==> src/rtl/usb_host_boot_timeout.sv <==
// ----------------------------------------------------------------------------
// usb_host_boot_timeout
//
// Bootloader supervisor running beside the USB protocol engine. It decides
// whether a USB host is present, qualifies SE0 bus resets, and raises the
// sticky BOOT request for the warm-boot primitive. The warm boot happens either
// because the SPI bridge endpoint asks for it or because no host appeared in
// time.
//
// Optional feature (macro USB_BOOT_TIMEOUT_EN):
//   defined   - the WAIT_HOST timeout (auto-boot) and the HOST_ACTIVE SOF-loss
//               fallback to WAIT_HOST are built in.
//   undefined - no timer or gap counter exists; boot happens only on
//               host_boot_req and HOST_ACTIVE is left only by booting.
//
// Parameters:
//   SE0_RESET_CYCLES    - synchronized SE0 cycles that qualify a bus reset
//   BOOT_TIMEOUT_CYCLES - cycles in WAIT_HOST without host activity before boot
//   SOF_LOSS_CYCLES     - cycles in HOST_ACTIVE without activity before the
//                         host is declared lost
//
// Ports:
//   clk                 in   48 MHz USB clock
//   reset               in   asynchronous active-low reset (0 = in reset)
//   usb_dp_in           in   raw D+ pad input (asynchronous)
//   usb_dn_in           in   raw D- pad input (asynchronous)
//   sof_valid           in   one-cycle pulse per valid start-of-frame
//   host_boot_req       in   one-cycle boot request from the SPI bridge
//   usb_bus_reset       out  high while a qualified SE0 bus reset is seen
//   host_present        out  high while in HOST_ACTIVE
//   boot_to_user_design out  sticky boot request, cleared only by reset
// ----------------------------------------------------------------------------
module usb_host_boot_timeout #(
    parameter int unsigned SE0_RESET_CYCLES    = 120,
    parameter int unsigned BOOT_TIMEOUT_CYCLES = 96000000,
    parameter int unsigned SOF_LOSS_CYCLES     = 144000
) (
    input  logic clk,
    input  logic reset,
    input  logic usb_dp_in,
    input  logic usb_dn_in,
    input  logic sof_valid,
    input  logic host_boot_req,
    output logic usb_bus_reset,
    output logic host_present,
    output logic boot_to_user_design
);

    // Elaboration-time sanity check of the cycle counts.
    if (SE0_RESET_CYCLES < 1 || BOOT_TIMEOUT_CYCLES < 2 || SOF_LOSS_CYCLES < 2)
    begin : g_bad_params
        $error("usb_host_boot_timeout: cycle-count parameters out of range");
    end

    localparam int unsigned Se0W = $clog2(SE0_RESET_CYCLES) + 1;
    localparam logic [Se0W-1:0] Se0Max = Se0W'(SE0_RESET_CYCLES);

    // ------------------------------------------------------------------------
    // Line synchronizers. Reset to 1 so an idle (J-state-safe) bus is assumed
    // until real samples arrive; that keeps a spurious SE0 out of reset.
    // ------------------------------------------------------------------------
    logic r_dp_meta;
    logic r_dp_sync;
    logic r_dn_meta;
    logic r_dn_sync;

    always_ff @(posedge clk or negedge reset) begin
        if (!reset) begin
            r_dp_meta <= 1'b1;
            r_dp_sync <= 1'b1;
            r_dn_meta <= 1'b1;
            r_dn_sync <= 1'b1;
        end else begin
            r_dp_meta <= usb_dp_in;
            r_dp_sync <= r_dp_meta;
            r_dn_meta <= usb_dn_in;
            r_dn_sync <= r_dn_meta;
        end
    end

    logic w_se0;
    assign w_se0 = ~r_dp_sync & ~r_dn_sync;

    // ------------------------------------------------------------------------
    // SE0 qualification. The counter saturates so a long reset holds
    // usb_bus_reset steadily; the flag is raised on the same edge the count
    // reaches the threshold and dropped on the first edge that sees no SE0.
    // ------------------------------------------------------------------------
    logic [Se0W-1:0] r_se0_cnt;
    logic [Se0W-1:0] w_se0_cnt_d;
    logic            r_bus_reset;

    always_comb begin
        w_se0_cnt_d = '0;
        if (w_se0) begin
            if (r_se0_cnt == Se0Max) begin
                w_se0_cnt_d = r_se0_cnt;
            end else begin
                w_se0_cnt_d = r_se0_cnt + 1'b1;
            end
        end
    end

    always_ff @(posedge clk or negedge reset) begin
        if (!reset) begin
            r_se0_cnt   <= '0;
            r_bus_reset <= 1'b0;
        end else begin
            r_se0_cnt   <= w_se0_cnt_d;
            r_bus_reset <= w_se0 && (w_se0_cnt_d == Se0Max);
        end
    end

    assign usb_bus_reset = r_bus_reset;

    logic w_host_activity;
    assign w_host_activity = sof_valid | r_bus_reset;

    // ------------------------------------------------------------------------
    // State definitions.
    // ------------------------------------------------------------------------
    typedef enum logic [1:0] {
        StWaitHost   = 2'd0,
        StHostActive = 2'd1,
        StBooting    = 2'd2
    } state_e;

    state_e r_state;

    // ------------------------------------------------------------------------
    // Timeout and SOF-loss counters (optional). Each counter runs only in its
    // own state and is held at zero everywhere else, so entering a state
    // always starts a fresh count without an explicit clear on the transition.
    // ------------------------------------------------------------------------
    logic w_timeout;
    logic w_sof_loss;

`ifdef USB_BOOT_TIMEOUT_EN
    localparam int unsigned TmrW = $clog2(BOOT_TIMEOUT_CYCLES) + 1;
    localparam int unsigned GapW = $clog2(SOF_LOSS_CYCLES) + 1;
    localparam logic [TmrW-1:0] TmrLast = TmrW'(BOOT_TIMEOUT_CYCLES - 1);
    localparam logic [GapW-1:0] GapLast = GapW'(SOF_LOSS_CYCLES - 1);

    logic [TmrW-1:0] r_timer;
    logic [GapW-1:0] r_gap;

    assign w_timeout  = (r_timer == TmrLast);
    assign w_sof_loss = (r_gap == GapLast);

    always_ff @(posedge clk or negedge reset) begin
        if (!reset) begin
            r_timer <= '0;
            r_gap   <= '0;
        end else begin
            if (r_state == StWaitHost && !w_host_activity && !host_boot_req &&
                !w_timeout) begin
                r_timer <= r_timer + 1'b1;
            end else begin
                r_timer <= '0;
            end

            if (r_state == StHostActive && !w_host_activity && !host_boot_req &&
                !w_sof_loss) begin
                r_gap <= r_gap + 1'b1;
            end else begin
                r_gap <= '0;
            end
        end
    end
`else
    assign w_timeout  = 1'b0;
    assign w_sof_loss = 1'b0;
`endif

    // ------------------------------------------------------------------------
    // Supervisor FSM with registered outputs. Outputs are written on the same
    // edge as the state change so they are valid in the first cycle of the
    // new state. host_boot_req beats everything; in WAIT_HOST, activity beats
    // a simultaneous timeout.
    // ------------------------------------------------------------------------
    logic r_host_present;
    logic r_boot;

    always_ff @(posedge clk or negedge reset) begin
        if (!reset) begin
            r_state        <= StWaitHost;
            r_host_present <= 1'b0;
            r_boot         <= 1'b0;
        end else begin
            case (r_state)
                StWaitHost: begin
                    if (host_boot_req) begin
                        r_state        <= StBooting;
                        r_host_present <= 1'b0;
                        r_boot         <= 1'b1;
                    end else if (w_host_activity) begin
                        r_state        <= StHostActive;
                        r_host_present <= 1'b1;
                    end else if (w_timeout) begin
                        r_state        <= StBooting;
                        r_host_present <= 1'b0;
                        r_boot         <= 1'b1;
                    end
                end
                StHostActive: begin
                    if (host_boot_req) begin
                        r_state        <= StBooting;
                        r_host_present <= 1'b0;
                        r_boot         <= 1'b1;
                    end else if (!w_host_activity && w_sof_loss) begin
                        r_state        <= StWaitHost;
                        r_host_present <= 1'b0;
                    end
                end
                StBooting: begin
                    // Terminal: only reset leaves this state.
                    r_host_present <= 1'b0;
                    r_boot         <= 1'b1;
                end
                default: begin
                    r_state        <= StWaitHost;
                    r_host_present <= 1'b0;
                    r_boot         <= 1'b0;
                end
            endcase
        end
    end

    assign host_present        = r_host_present;
    assign boot_to_user_design = r_boot;

endmodule

==> config.mk <==
export PLATFORM = sky130hd
export DESIGN_NAME = usb_host_boot_timeout
export DESIGN_NICKNAME = d
export VERILOG_FILES = /design/src/rtl/usb_host_boot_timeout.sv
export SDC_FILE = /design/constraint.sdc
export NUM_CORES = 1
export LEC_CHECK = 0
export ABC_AREA = 1
export ABC_CLOCK_PERIOD_IN_PS = 1250
export CAP_MARGIN = 20
export CORE_ASPECT_RATIO = 1.2
export CORE_UTILIZATION = 45
export CTS_BUF_LIST = sky130_fd_sc_hd__clkbuf_4
export DETAILED_ROUTE_END_ITERATION = 7
export PLACE_DENSITY = 0.69
export SYNTH_ARGS = -nofsm -noshare
export SYNTH_HDL_FRONTEND = slang
export SYNTH_SLANG_ARGS = --single-unit
==> constraint.sdc <==
create_clock -name clk -period 1.25 [get_ports clk]
set_input_delay 0.125 -clock clk [delete_from_list [all_inputs] [get_ports clk]]
set_output_delay 0.125 -clock clk [all_outputs]
set_load 0.05 [all_outputs]
==> flow_summary.html, run 1 <==
<table>
<tr><th>Metric</th><th>Value</th></tr>
<tr><th colspan="2">Worst setup path</th></tr>
<tr><td>Data arrival at the endpoint of the critical path</td><td>1.55 ns</td></tr>
<tr><td>Crit-path max FO</td><td>3</td></tr>
<tr><td>R2r worst-path depth</td><td>10</td></tr>
<tr><td>Crit Path Class</td><td>register to register</td></tr>
<tr><td>Critical path capture point type</td><td>register</td></tr>
<tr><td>Worst Setup Start Kind</td><td>register</td></tr>
<tr><td>Data required time at the worst endpoint</td><td>1.47 ns</td></tr>
<tr><th colspan="2">Drt</th></tr>
<tr><td>Average via count per standard cell</td><td>4.80</td></tr>
<tr><td>Number of nets still failing antenna checks after routing</td><td>0</td></tr>
<tr><td>Wire length per cell after detailed routing</td><td>11.4 um</td></tr>
<tr><td>Detailed-route wire length</td><td>1400 um</td></tr>
<tr><td>Vias after detailed routing</td><td>591</td></tr>
<tr><td>Violation count after the first detailed-route iteration</td><td>13</td></tr>
<tr><td>Remaining design rule violation count</td><td>0</td></tr>
<tr><td>Number of iterations in the first detailed-routing pass</td><td>4</td></tr>
<tr><th colspan="2">Clocking</th></tr>
<tr><td>Number of clock sinks seen by CTS</td><td>17</td></tr>
<tr><td>Clock tree from TritonCTS</td><td>built</td></tr>
<tr><td>Worst-Skew Late Latency</td><td>0.27 ns</td></tr>
<tr><td>Clock-pin slew reported for the worst setup and hold paths after clock tree synthesis</td><td>0.09 ns</td></tr>
<tr><td>Total clock buffers created by CTS</td><td>3</td></tr>
<tr><td>Maximum level of the CTS H-tree</td><td>1</td></tr>
<tr><td>Buffer type at the clock tree root</td><td>sky130_fd_sc_hd__clkbuf_4</td></tr>
<tr><td>Deepest clock path buffer count</td><td>2</td></tr>
<tr><th colspan="2">Status</th></tr>
<tr><td>Violations in the final reports</td><td>setup timing</td></tr>
<tr><td>Outcome</td><td>complete, but fails checks</td></tr>
<tr><th colspan="2">Timing</th></tr>
<tr><td>Skew final</td><td>0.00353 ns</td></tr>
<tr><td>Headroom to the max-slew limit</td><td>80.0%</td></tr>
<tr><td>Max Slew Vio Count</td><td>0</td></tr>
<tr><td>Highest Clock Rate</td><td>0.750 GHz</td></tr>
<tr><td>RSZ-0062 raised after global routing</td><td>true</td></tr>
<tr><td>Accumulated negative setup slack</td><td>-0.120 ns</td></tr>
<tr><td>Final period util</td><td>107%</td></tr>
<tr><td>Slew at the pin closest to its max-slew limit</td><td>0.300 ns</td></tr>
<tr><td>Count of endpoints failing hold in the final timing report</td><td>0</td></tr>
<tr><td>Period minus WS final</td><td>1.33 ns</td></tr>
<tr><td>Worst setup margin</td><td>-0.0826 ns</td></tr>
<tr><td>Total setup violations reported at the end of the flow</td><td>2</td></tr>
<tr><th colspan="2">Placement</th></tr>
<tr><td>Count of port buffers added during placement</td><td>8</td></tr>
<tr><td>Placed inst area</td><td>947 um^2</td></tr>
<tr><td>Cell total after placement</td><td>117</td></tr>
<tr><td>Total half-perimeter wirelength after legalization and detailed placement</td><td>987 um</td></tr>
<tr><td>Weighted congestion at the end of routability-driven global placement</td><td>0.747</td></tr>
<tr><th colspan="2">Layout</th></tr>
<tr><td>Antenna Cells</td><td>0</td></tr>
<tr><td>Post-layout util</td><td>63.4%</td></tr>
<tr><td>Finished layout cell area</td><td>1040 um^2</td></tr>
<tr><td>Proportion of layout cells with a drive suffix above 1</td><td>34.3%</td></tr>
<tr><td>Number of filler cells placed in the layout</td><td>158</td></tr>
<tr><td>Area grow syn2layout</td><td>32.7%</td></tr>
<tr><td>Final Net Count</td><td>114</td></tr>
<tr><td>Number of cells in the finished layout apart from fillers</td><td>123</td></tr>
<tr><th colspan="2">Logic synthesis</th></tr>
<tr><td>Simple-gate share of the synthesized area</td><td>29.2%</td></tr>
<tr><td>Portion of netlist area occupied by mux cells</td><td>0%</td></tr>
<tr><td>Cell area after technology mapping</td><td>785 um^2</td></tr>
<tr><td>XOR/XNOR Fraction of Synth Area</td><td>2.23%</td></tr>
<tr><td>Share of Yosys cell area claimed by the top area cell type</td><td>41.5%</td></tr>
<tr><td>Net count after synthesis</td><td>95</td></tr>
<tr><td>Top cells by instance count after synthesis</td><td>sky130_fd_sc_hd__inv_1 (17), sky130_fd_sc_hd__nand2_1 (16), sky130_fd_sc_hd__dfrtp_1 (13), sky130_fd_sc_hd__nor2_1 (13), sky130_fd_sc_hd__nand3_1 (8)</td></tr>
<tr><td>Avg Inst Size Synth</td><td>9.02 um^2</td></tr>
<tr><td>Main combinational cell family by area after synthesis</td><td>simple AND/OR/NAND/NOR gates</td></tr>
<tr><td>Synthesized-area fraction occupied by adder cells</td><td>3.19%</td></tr>
<tr><td>Primary flip-flop cell chosen by synthesis mapping</td><td>sky130_fd_sc_hd__dfrtp_1</td></tr>
<tr><td>Fraction of registers with async set or reset after synthesis</td><td>100%</td></tr>
<tr><td>Number of distinct library cell variants in the gate-level netlist after synthesis</td><td>16</td></tr>
<tr><td>Fraction of the yosys area taken by sequential cells</td><td>54.9%</td></tr>
<tr><td>Count of flip-flops with a built-in enable after synthesis</td><td>0</td></tr>
<tr><td>Leading area contributor after synthesis</td><td>sky130_fd_sc_hd__dfrtp_1</td></tr>
<tr><td>Compound-gate portion of the synthesized area</td><td>2.39%</td></tr>
<tr><td>Gate count after technology mapping</td><td>87</td></tr>
<tr><td>Register bit total from synthesis</td><td>17</td></tr>
<tr><td>Most area-consuming cells after synthesis</td><td>sky130_fd_sc_hd__dfrtp_1 (41%), sky130_fd_sc_hd__dfstp_2 (13%), sky130_fd_sc_hd__inv_1 (8.1%)</td></tr>
<tr><td>Dominant cell by count in the synthesized netlist</td><td>sky130_fd_sc_hd__inv_1</td></tr>
<tr><td>Count of warnings emitted by yosys</td><td>0</td></tr>
<tr><th colspan="2">Global route</th></tr>
<tr><td>Total routing resource utilization after global routing</td><td>17.2%</td></tr>
<tr><td>Initial antenna violation count</td><td>0</td></tr>
<tr><td>GRT overflow</td><td>0</td></tr>
<tr><td>Via count of the first global-routing pass</td><td>540</td></tr>
<tr><td>Global-route wire length before repair</td><td>2130 um</td></tr>
<tr><td>Largest net degree at the start of global routing</td><td>18</td></tr>
<tr><th colspan="2">Hold path</th></tr>
<tr><td>Hold WC Path Type</td><td>primary input to asynchronous set/reset pin</td></tr>
<tr><th colspan="2">Floorplanning</th></tr>
<tr><td>Number of cell rows</td><td>16</td></tr>
<tr><td>Core Box Area</td><td>1640 um^2</td></tr>
<tr><td>Die Outline Area</td><td>1920 um^2</td></tr>
<tr><td>Chip Width</td><td>40.1 um</td></tr>
<tr><td>Vertical die dimension</td><td>47.7 um</td></tr>
<tr><td>Starting density of the core</td><td>47.8%</td></tr>
<tr><td>I/O pin total</td><td>9</td></tr>
<tr><th colspan="2">Power and ir drop</th></tr>
<tr><td>Worst IR Drop VDD</td><td>0.594 mV</td></tr>
<tr><td>P per Cell Area</td><td>891 nW/um^2</td></tr>
<tr><td>Leakage</td><td>0.471 nW</td></tr>
<tr><th colspan="2">Run</th></tr>
<tr><td>Max-cap violation count</td><td>0</td></tr>
</table>
## path summary, 6_finish.rpt
kind | start | to | slack, ns
hold reg to reg | r_dp_meta$_DFF_PN1_ | r_dp_sync$_DFF_PN1_ | 0.36
hold / removal | reset | r_se0_cnt[4]$_DFF_PN0_ | 0.16
setup / recovery | r_se0_cnt[0]$_DFF_PN0_ | usb_bus_reset$_DFF_PN0_ | -0.08
max in group asynchronous | reset | r_dn_meta$_DFF_PN1_ | 0.84
setup reg to reg | r_se0_cnt[0]$_DFF_PN0_ | usb_bus_reset$_DFF_PN0_ | -0.08
min in group clk | usb_dp_in | r_dp_meta$_DFF_PN1_ | 0.25
## metrics by stage
stage | power [mW] | setup WS (ns) | hold slack (ns)
floorplan | 0.598 | 0.0539 | -0.171
global placement | 0.634 | -0.0156 | 0.347
detailed placement | 0.636 | -0.0426 | 0.348
CTS | 0.935 | -0.0523 | 0.159
global route | 0.971 | -0.159 | 0.186
finish | 0.927 | -0.0826 | 0.162
## layout make-up
cell class	instances	area [um^2]	share of cell area [%]
inverter	17	63.8	6.13
sequential	17	430	41.3
tap	18	22.5	2.16
clock buffer	4	30.0	2.88
timing repair buffer	14	159	15.3
multi-input combinational	53	335	32.2
## cell usage in the layout, fill, tap and decap left out
master,count
sky130_fd_sc_hd__ha_2,1
sky130_fd_sc_hd__nand3_1,4
sky130_fd_sc_hd__nor2_1,13
sky130_fd_sc_hd__dfrtp_1,13
sky130_fd_sc_hd__nand4_1,1
sky130_fd_sc_hd__a21oi_1,2
sky130_fd_sc_hd__buf_12,3
sky130_fd_sc_hd__buf_4,5
sky130_fd_sc_hd__nor3b_2,1
sky130_fd_sc_hd__inv_1,15
sky130_fd_sc_hd__nand2_2,2
sky130_fd_sc_hd__nor2_2,2
sky130_fd_sc_hd__a21oi_2,1
sky130_fd_sc_hd__xor2_1,1
sky130_fd_sc_hd__nand3_2,6
sky130_fd_sc_hd__ha_4,1
sky130_fd_sc_hd__clkdlybuf4s50_1,5
sky130_fd_sc_hd__nor2_4,3
sky130_fd_sc_hd__buf_6,1
sky130_fd_sc_hd__clkbuf_4,4
sky130_fd_sc_hd__xnor2_1,1
sky130_fd_sc_hd__nand2_1,14
sky130_fd_sc_hd__dfstp_2,4
sky130_fd_sc_hd__inv_2,2
## power breakdown
group / switching [mW] / leakage, nW / internal (mW)
Combinational: 0.0322 / 0.240 / 0.0321
Sequential: 0.00647 / 0.212 / 0.564
Clock: 0.147 / 0.0184 / 0.145
## cell families (layout without fill, tap and decap cells)
group,Yosys count,count (layout)
compound gates,3,3
buf+inv,17,35
fa+ha+maj,2,2
simple gates,46,46
flops,17,17
xor+xnor,2,2
## what timing repair did
action | CTS | global route
pin swaps | 0 | 1
gates resized for setup | 1 | 12
hold buffers | 0 | 0
buffers inserted | 0 | 2
setup endpoints to repair | 1 | 4
## worst max-delay path, stage by stage, from the launching register on
cell,delay [ns]
sky130_fd_sc_hd__dfrtp_1,0.41
sky130_fd_sc_hd__inv_2,0.09
sky130_fd_sc_hd__ha_4,0.13
sky130_fd_sc_hd__nand2_2,0.05
sky130_fd_sc_hd__nor2_4,0.13
sky130_fd_sc_hd__nand2_2,0.08
sky130_fd_sc_hd__nand3_2,0.10
sky130_fd_sc_hd__nand2_1,0.06
sky130_fd_sc_hd__nor2_1,0.09
sky130_fd_sc_hd__nand2_1,0.06
sky130_fd_sc_hd__nor2_2,0.07
## sequential cells by signal, summed over array words and instances (netlist names)
| name | count |
|---|---|
| r_state | 2 |
| r_dp_meta | 1 |
| boot_to_user_design | 1 |
| r_dp_sync | 1 |
| r_dn_sync | 1 |
| usb_bus_reset | 1 |
| r_se0_cnt | 8 |
| r_dn_meta | 1 |
| host_present | 1 |
## layer usage
| metal | wire, um | GRT usage [%] |
|---|---|---|
| met1 | 579 | 21.2 |
| met2 | 767 | 28.1 |
| met3 | 36 | 1.40 |
| met4 | 21 | 12.4 |
| met5 | 0 | 0 |
Note: power is estimated with default switching activity, not from simulation.
==> inputs of run 2 (changes only) <==
- SETUP_SLACK_MARGIN: default -> 0.2
==> run 2 against run 1 <==
Net effect:
- the run still ends with setup timing left
- flip-flop and latch count did not move
- cell area rose by 5.2%
- final cell count rose by 4.1%
- first-iteration DRC count fell by 46%
- sequential share of layout area fell by 1.9 points
- non-clock buffer count rose by 5
- largest cell class unchanged
==> flow_summary.html, run 2 (synthesis gave the netlist of run 1 again) <==
<table>
<tr><th>Metric</th><th>Value</th></tr>
<tr><th colspan="2">Global route</th></tr>
<tr><td>Initial antenna violation count</td><td>0</td></tr>
<tr><td>Total routing resource utilization after global routing</td><td>19.8%</td></tr>
<tr><td>GRT overflow</td><td>0</td></tr>
<tr><td>Largest net degree at the start of global routing</td><td>18</td></tr>
<tr><td>Global-route wire length before repair</td><td>2370 um</td></tr>
<tr><td>Via count of the first global-routing pass</td><td>571</td></tr>
<tr><th colspan="2">Timing</th></tr>
<tr><td>Skew final</td><td>0.00200 ns</td></tr>
<tr><td>Final period util</td><td>104%</td></tr>
<tr><td>RSZ-0062 raised after global routing</td><td>true</td></tr>
<tr><td>Period minus WS final</td><td>1.30 ns</td></tr>
<tr><td>Worst setup margin</td><td>-0.0499 ns</td></tr>
<tr><td>Headroom to the max-slew limit</td><td>86.3%</td></tr>
<tr><td>Highest Clock Rate</td><td>0.769 GHz</td></tr>
<tr><td>Slew at the pin closest to its max-slew limit</td><td>0.205 ns</td></tr>
<tr><td>Total setup violations reported at the end of the flow</td><td>2</td></tr>
<tr><td>Max Slew Vio Count</td><td>0</td></tr>
<tr><td>Count of endpoints failing hold in the final timing report</td><td>0</td></tr>
<tr><th colspan="2">Power and ir drop</th></tr>
<tr><td>Worst IR Drop VDD</td><td>0.758 mV</td></tr>
<tr><td>P per Cell Area</td><td>871 nW/um^2</td></tr>
<tr><td>Int Pwr</td><td>752 uW</td></tr>
<tr><td>Sw frac</td><td>21.1%</td></tr>
<tr><td>Comb pwr share</td><td>8.2%</td></tr>
<tr><td>Leakage</td><td>0.489 nW</td></tr>
<tr><td>Sequential share of power</td><td>59.9%</td></tr>
<tr><td>Switching power</td><td>201 uW</td></tr>
<tr><td>Overall power after layout</td><td>953 uW</td></tr>
<tr><td>Portion of total power attributed to the clock network</td><td>31.9%</td></tr>
<tr><th colspan="2">Clocking</th></tr>
<tr><td>Clock tree from TritonCTS</td><td>built</td></tr>
<tr><td>Deepest clock path buffer count</td><td>2</td></tr>
<tr><td>Number of clock sinks seen by CTS</td><td>17</td></tr>
<tr><td>Worst-Skew Late Latency</td><td>0.28 ns</td></tr>
<tr><td>Buffer type at the clock tree root</td><td>sky130_fd_sc_hd__clkbuf_4</td></tr>
<tr><td>Total clock buffers created by CTS</td><td>3</td></tr>
<tr><td>Clock-pin slew reported for the worst setup and hold paths after clock tree synthesis</td><td>0.09 ns</td></tr>
<tr><td>Maximum level of the CTS H-tree</td><td>1</td></tr>
<tr><th colspan="2">Worst setup path</th></tr>
<tr><td>Worst Setup Start Kind</td><td>register</td></tr>
<tr><td>Critical path capture point type</td><td>register</td></tr>
<tr><td>Data required time at the worst endpoint</td><td>1.48 ns</td></tr>
<tr><td>Data arrival at the endpoint of the critical path</td><td>1.53 ns</td></tr>
<tr><td>Worst R2R End</td><td>usb_bus_reset$_DFF_PN0_</td></tr>
<tr><td>Launching point of the worst reg2reg path</td><td>r_se0_cnt[1]$_DFF_PN0_</td></tr>
<tr><td>Crit-path max FO</td><td>3</td></tr>
<tr><td>Crit Path Class</td><td>register to register</td></tr>
<tr><td>Reg2reg setup slack</td><td>-0.05 ns</td></tr>
<tr><td>R2r worst-path depth</td><td>10</td></tr>
<tr><th colspan="2">Placement</th></tr>
<tr><td>Weighted congestion at the end of routability-driven global placement</td><td>0.727</td></tr>
<tr><td>Total half-perimeter wirelength after legalization and detailed placement</td><td>1040 um</td></tr>
<tr><td>Placed inst area</td><td>962 um^2</td></tr>
<tr><td>Count of port buffers added during placement</td><td>8</td></tr>
<tr><th colspan="2">Drt</th></tr>
<tr><td>Vias after detailed routing</td><td>609</td></tr>
<tr><td>Detailed-route wire length</td><td>1490 um</td></tr>
<tr><td>Remaining design rule violation count</td><td>0</td></tr>
<tr><td>Wire length per cell after detailed routing</td><td>11.6 um</td></tr>
<tr><td>Violation count after the first detailed-route iteration</td><td>7</td></tr>
<tr><td>Number of iterations in the first detailed-routing pass</td><td>3</td></tr>
<tr><td>Average via count per standard cell</td><td>4.76</td></tr>
<tr><td>Number of nets still failing antenna checks after routing</td><td>0</td></tr>
<tr><th colspan="2">Layout</th></tr>
<tr><td>Largest regs</td><td>r_se0_cnt (8), r_state (2)</td></tr>
<tr><td>Antenna Cells</td><td>0</td></tr>
<tr><td>Area of the multi-input gates</td><td>347 um^2</td></tr>
<tr><td>Post-layout util</td><td>66.7%</td></tr>
<tr><td>Highest-count cells in the layout ignoring fill and taps</td><td>sky130_fd_sc_hd__nand2_1 (15), sky130_fd_sc_hd__inv_1 (14), sky130_fd_sc_hd__nor2_1 (13), sky130_fd_sc_hd__dfrtp_1 (12), sky130_fd_sc_hd__buf_4 (9)</td></tr>
<tr><td>Largest register FFs</td><td>8</td></tr>
<tr><td>Number of filler cells placed in the layout</td><td>136</td></tr>
<tr><td>Finished layout cell area</td><td>1090 um^2</td></tr>
<tr><td>Proportion of layout cells with a drive suffix above 1</td><td>40.0%</td></tr>
<tr><td>Register area</td><td>432 um^2</td></tr>
<tr><td>Commonest non-fill, non-tap cell in the layout</td><td>sky130_fd_sc_hd__nand2_1</td></tr>
<tr><td>Final Net Count</td><td>119</td></tr>
<tr><td>Area grow syn2layout</td><td>39.6%</td></tr>
<tr><td>Register with the most flip-flops</td><td>r_se0_cnt</td></tr>
<tr><th colspan="2">Floorplanning</th></tr>
<tr><td>I/O pin total</td><td>9</td></tr>
<tr><td>Number of cell rows</td><td>16</td></tr>
<tr><td>Starting density of the core</td><td>47.8%</td></tr>
<tr><td>Die Outline Area</td><td>1920 um^2</td></tr>
<tr><td>Vertical die dimension</td><td>47.7 um</td></tr>
<tr><td>Chip Width</td><td>40.1 um</td></tr>
<tr><td>Core Box Area</td><td>1640 um^2</td></tr>
<tr><th colspan="2">Status</th></tr>
<tr><td>Violations in the final reports</td><td>setup timing</td></tr>
<tr><td>Outcome</td><td>complete, but fails checks</td></tr>
<tr><th colspan="2">Run</th></tr>
<tr><td>Max-cap violation count</td><td>0</td></tr>
<tr><th colspan="2">Hold path</th></tr>
<tr><td>Hold WC Path Type</td><td>primary input to asynchronous set/reset pin</td></tr>
</table>
==> run 2: cell types whose count changed in the layout (fill, tap and decap cells not counted), sizes merged <==
cell,delta
buf,+5
==> run 2: worst max-delay path, stage by stage, from the launching register on <==
cell                      delay, ns
sky130_fd_sc_hd__dfrtp_1       0.42
sky130_fd_sc_hd__inv_1         0.10
sky130_fd_sc_hd__ha_4          0.13
sky130_fd_sc_hd__nand2_2       0.04
sky130_fd_sc_hd__nor2_2        0.09
sky130_fd_sc_hd__nand2_1       0.09
sky130_fd_sc_hd__nand3_2       0.09
sky130_fd_sc_hd__nand2_1       0.06
sky130_fd_sc_hd__nor2_1        0.09
sky130_fd_sc_hd__nand2_1       0.07
sky130_fd_sc_hd__nor2_2        0.07
==> run 2: per-stage QoR <==
stage,hold WS (ns),setup slack [ns],TNS [ns],std cells
after detailed placement,0.349,-0.0479,-0.0479,119
after global placement,0.347,-0.0276,-0.0276,119
after CTS,0.147,-0.0451,-0.0630,126
final,0.148,-0.0499,-0.0579,128
after floorplan,-0.171,0.0539,0,87
after global routing,0.193,-0.117,-0.164,128
==> run 2: timing repair <==
item                       in CTS  in global routing
buffers inserted                3                  2
resized for setup               8                  9
pin swaps                       3                  2
hold buffers                    0                  0
setup endpoints to repair       7                  9
==> run 2: area by class of cell <==
class | instances | area share, %
sequential | 17 | 39.4
multi-input combinational | 53 | 31.7
tap | 18 | 2.06
clock buffer | 4 | 2.74
inverter | 17 | 5.83
timing repair buffer | 19 | 18.3
==> run 2: worst max path at each step <==
stage               slack [ns]  depth (start not counted)                       to                   start
floorplan                 0.05                          7  usb_bus_reset$_DFF_PN0_  r_se0_cnt[0]$_DFF_PN0_
global placement         -0.03                         10  usb_bus_reset$_DFF_PN0_  r_se0_cnt[0]$_DFF_PN0_
detailed placement       -0.05                         10  usb_bus_reset$_DFF_PN0_  r_se0_cnt[0]$_DFF_PN0_
CTS                      -0.05                          7  usb_bus_reset$_DFF_PN0_  r_se0_cnt[1]$_DFF_PN0_
global route             -0.12                         10  usb_bus_reset$_DFF_PN0_  r_se0_cnt[0]$_DFF_PN0_
finish                   -0.05                         10  usb_bus_reset$_DFF_PN0_  r_se0_cnt[1]$_DFF_PN0_
==> run 2: power groups by stage <==
stage | combinational, mW | sequential, mW | clock, mW
after floorplan | 0.0173 | 0.581 | 0
after global placement | 0.0589 | 0.580 | 0
after detailed placement | 0.0600 | 0.581 | 0
after CTS | 0.0672 | 0.571 | 0.320
after global routing | 0.0884 | 0.572 | 0.335
final | 0.0782 | 0.571 | 0.304
==> run 2: per-layer routing <==
metal / global-route usage (%) / vias to the layer above / share of wire [%]
met5: 0 / - / 0
met4: 14.5 / 0 / 3.5
met3: 1.40 / 5 / 1.6
met2: 34.8 / 10 / 55
met1: 22.1 / 285 / 39
li1: - / 309 / -
==> inputs of run 3 (changes only) <==
- CORE_ASPECT_RATIO: 1.2 -> 0.8
- SLEW_MARGIN: default -> 30
==> run 3 against run 2 <==
Net effect:
- the run still ends with setup timing left
- first-iteration DRC count is 140% higher
- via count is 0.66% lower
- cell area is 6.5% lower
- clock skew is 0.00050 ns higher
- critical path type unchanged
- critical endpoint unchanged
- highest routed layer unchanged
==> flow_summary.html, run 3 (synthesis gave the netlist of run 1 again) <==
<table>
<tr><th>Metric</th><th>Value</th></tr>
<tr><th colspan="2">Global route</th></tr>
<tr><td>Via count of the first global-routing pass</td><td>548</td></tr>
<tr><td>Global-route wire length before repair</td><td>2370 um</td></tr>
<tr><td>Total routing resource utilization after global routing</td><td>18.2%</td></tr>
<tr><td>Initial antenna violation count</td><td>0</td></tr>
<tr><td>Largest net degree at the start of global routing</td><td>18</td></tr>
<tr><td>GRT overflow</td><td>0</td></tr>
<tr><th colspan="2">Timing</th></tr>
<tr><td>Slew at the pin closest to its max-slew limit</td><td>0.223 ns</td></tr>
<tr><td>Total setup violations reported at the end of the flow</td><td>2</td></tr>
<tr><td>Skew final</td><td>0.00251 ns</td></tr>
<tr><td>Worst setup margin</td><td>-0.108 ns</td></tr>
<tr><td>Accumulated negative setup slack</td><td>-0.117 ns</td></tr>
<tr><td>RSZ-0062 raised after global routing</td><td>true</td></tr>
<tr><td>Period minus WS final</td><td>1.36 ns</td></tr>
<tr><td>Headroom to the max-slew limit</td><td>85.1%</td></tr>
<tr><td>Count of endpoints failing hold in the final timing report</td><td>0</td></tr>
<tr><td>Highest Clock Rate</td><td>0.737 GHz</td></tr>
<tr><td>Worst Hold Slack</td><td>0.164 ns</td></tr>
<tr><td>Max Slew Vio Count</td><td>0</td></tr>
<tr><td>Final period util</td><td>109%</td></tr>
<tr><th colspan="2">Worst setup path</th></tr>
<tr><td>Crit Path Class</td><td>register to register</td></tr>
<tr><td>Launch point of the critical path</td><td>r_se0_cnt[0]$_DFF_PN0_</td></tr>
<tr><td>Crit-path max FO</td><td>3</td></tr>
<tr><td>R2r worst-path depth</td><td>9</td></tr>
<tr><td>Launching point of the worst reg2reg path</td><td>r_se0_cnt[0]$_DFF_PN0_</td></tr>
<tr><td>Critical path capture point type</td><td>register</td></tr>
<tr><td>Data required time at the worst endpoint</td><td>1.49 ns</td></tr>
<tr><td>Data arrival at the endpoint of the critical path</td><td>1.60 ns</td></tr>
<tr><td>Worst R2R End</td><td>usb_bus_reset$_DFF_PN0_</td></tr>
<tr><td>Setup crit end</td><td>usb_bus_reset$_DFF_PN0_</td></tr>
<tr><td>Worst Setup Start Kind</td><td>register</td></tr>
<tr><td>Reg2reg setup slack</td><td>-0.11 ns</td></tr>
<tr><th colspan="2">Layout</th></tr>
<tr><td>Commonest non-fill, non-tap cell in the layout</td><td>sky130_fd_sc_hd__inv_1</td></tr>
<tr><td>Highest-count cells in the layout ignoring fill and taps</td><td>sky130_fd_sc_hd__inv_1 (15), sky130_fd_sc_hd__nand2_1 (13), sky130_fd_sc_hd__nor2_1 (12), sky130_fd_sc_hd__dfrtp_1 (12), sky130_fd_sc_hd__nand3_1 (6)</td></tr>
<tr><td>Final Net Count</td><td>113</td></tr>
<tr><td>Post-layout util</td><td>62.9%</td></tr>
<tr><td>Largest regs</td><td>r_se0_cnt (8), r_state (2)</td></tr>
<tr><td>Proportion of layout cells with a drive suffix above 1</td><td>34.6%</td></tr>
<tr><td>Register with the most flip-flops</td><td>r_se0_cnt</td></tr>
<tr><td>Antenna Cells</td><td>0</td></tr>
<tr><td>Largest register FFs</td><td>8</td></tr>
<tr><td>Register area</td><td>432 um^2</td></tr>
<tr><td>Area of the multi-input gates</td><td>325 um^2</td></tr>
<tr><td>Area grow syn2layout</td><td>30.5%</td></tr>
<tr><td>Number of filler cells placed in the layout</td><td>138</td></tr>
<tr><th colspan="2">Drt</th></tr>
<tr><td>Average via count per standard cell</td><td>4.80</td></tr>
<tr><td>Detailed-route wire length</td><td>1490 um</td></tr>
<tr><td>Violation count after the first detailed-route iteration</td><td>17</td></tr>
<tr><td>Number of iterations in the first detailed-routing pass</td><td>4</td></tr>
<tr><td>Wire length per cell after detailed routing</td><td>11.8 um</td></tr>
<tr><td>Remaining design rule violation count</td><td>0</td></tr>
<tr><td>Vias after detailed routing</td><td>605</td></tr>
<tr><td>Number of nets still failing antenna checks after routing</td><td>0</td></tr>
<tr><th colspan="2">Floorplanning</th></tr>
<tr><td>Starting density of the core</td><td>48.2%</td></tr>
<tr><td>Core Box Area</td><td>1630 um^2</td></tr>
<tr><td>Chip Width</td><td>48.7 um</td></tr>
<tr><td>Vertical die dimension</td><td>39.3 um</td></tr>
<tr><td>I/O pin total</td><td>9</td></tr>
<tr><td>Die Outline Area</td><td>1920 um^2</td></tr>
<tr><td>Number of cell rows</td><td>13</td></tr>
<tr><th colspan="2">Hold path</th></tr>
<tr><td>Hold WC Path Type</td><td>primary input to asynchronous set/reset pin</td></tr>
<tr><th colspan="2">Status</th></tr>
<tr><td>Violations in the final reports</td><td>setup timing</td></tr>
<tr><td>Outcome</td><td>complete, but fails checks</td></tr>
<tr><th colspan="2">Clocking</th></tr>
<tr><td>Deepest clock path buffer count</td><td>2</td></tr>
<tr><td>Clock tree from TritonCTS</td><td>built</td></tr>
<tr><td>Hold Buf Count CTS</td><td>0</td></tr>
<tr><td>Worst-Skew Late Latency</td><td>0.29 ns</td></tr>
<tr><td>Total clock buffers created by CTS</td><td>3</td></tr>
<tr><td>Maximum level of the CTS H-tree</td><td>1</td></tr>
<tr><td>Buffer type at the clock tree root</td><td>sky130_fd_sc_hd__clkbuf_4</td></tr>
<tr><td>Number of clock sinks seen by CTS</td><td>17</td></tr>
<tr><td>Clock-pin slew reported for the worst setup and hold paths after clock tree synthesis</td><td>0.10 ns</td></tr>
<tr><th colspan="2">Power and ir drop</th></tr>
<tr><td>Overall power after layout</td><td>929 uW</td></tr>
<tr><td>Sequential share of power</td><td>61.5%</td></tr>
<tr><td>Leakage</td><td>0.461 nW</td></tr>
<tr><td>P per Cell Area</td><td>907 nW/um^2</td></tr>
<tr><td>Comb pwr share</td><td>6.6%</td></tr>
<tr><td>Portion of total power attributed to the clock network</td><td>31.9%</td></tr>
<tr><td>Worst IR Drop VDD</td><td>0.569 mV</td></tr>
<tr><td>Switching power</td><td>216 uW</td></tr>
<tr><td>Sw frac</td><td>23.3%</td></tr>
<tr><td>Int Pwr</td><td>713 uW</td></tr>
<tr><th colspan="2">Placement</th></tr>
<tr><td>Count of port buffers added during placement</td><td>8</td></tr>
<tr><td>Weighted congestion at the end of routability-driven global placement</td><td>0.760</td></tr>
<tr><td>Total half-perimeter wirelength after legalization and detailed placement</td><td>1110 um</td></tr>
<tr><th colspan="2">Run</th></tr>
<tr><td>Max-cap violation count</td><td>0</td></tr>
</table>
==> run 3: cell count changes in the layout (fill, tap and decap cells not counted), moves of 2 or more <==
cell and delta:
sky130_fd_sc_hd__nand2_2 +2, sky130_fd_sc_hd__nand2_1 -2, sky130_fd_sc_hd__buf_6 -2, sky130_fd_sc_hd__nand3_2 -3, sky130_fd_sc_hd__nand3_1 +3, sky130_fd_sc_hd__buf_4 -4
==> run 3: final cells by class <==
type                       count  area share, %
sequential                    17           42.2
clock inverter                 1          0.489
inverter                      17           6.23
clock buffer                   3           2.20
multi-input combinational     53           31.8
tap                           22           2.69
timing repair buffer          13           14.4
==> run 3: stage by stage <==
step	cell area, um^2	setup slack [ns]	cells
floorplan	785	0.0539	87
global placement	945	-0.0196	120
detailed placement	945	-0.0492	120
CTS	990	-0.0400	124
global route	1020	-0.185	126
finish	1020	-0.108	126
==> run 3: worst min path at each step <==
stage	startpoint	end	slack [ns]	cells after the start
global route	reset	r_se0_cnt[1]$_DFF_PN0_	0.17	2
floorplan	reset	boot_to_user_design$_DFFE_PN0P_	-0.17	0
CTS	reset	r_se0_cnt[1]$_DFF_PN0_	0.16	2
finish	reset	r_se0_cnt[2]$_DFF_PN0_	0.16	2
global placement	r_dp_meta$_DFF_PN1_	r_dp_sync$_DFF_PN1_	0.35	0
detailed placement	r_dn_meta$_DFF_PN1_	r_dn_sync$_DFF_PN1_	0.35	0
==> run 3: worst max-delay path: stages (launching register included) <==
cell and delay, ns:
sky130_fd_sc_hd__dfrtp_1 0.42, sky130_fd_sc_hd__inv_2 0.07, sky130_fd_sc_hd__ha_2 0.18, sky130_fd_sc_hd__nand2_2 0.06
sky130_fd_sc_hd__nor2_4 0.12, sky130_fd_sc_hd__buf_4 0.11, sky130_fd_sc_hd__nand3_1 0.08, sky130_fd_sc_hd__nand3_2 0.08
sky130_fd_sc_hd__nand3_1 0.09, sky130_fd_sc_hd__nor2_2 0.10
==> run 3: timing repair <==
action	in CTS	in global routing
endpoints found under the setup margin	7	8
resized for setup	5	7
pin swaps	1	4
setup buffers	0	2
==> run 3: metal layers <==
layer	vias up	part of all wire, %	global-route usage [%]
li1	297	-	-
met5	-	0	0
met4	0	3.5	11.8
met2	20	48	31.3
met3	9	5.5	8.91
met1	279	43	18.3
==> run 3: power by group through the flow <==
stage / clock (mW) / sequential [mW] / combinational (mW)
CTS: 0.314 / 0.571 / 0.0582
finish: 0.296 / 0.571 / 0.0611
floorplan: 0 / 0.581 / 0.0173
global route: 0.328 / 0.572 / 0.0701
global placement: 0 / 0.580 / 0.0551
detailed placement: 0 / 0.581 / 0.0564
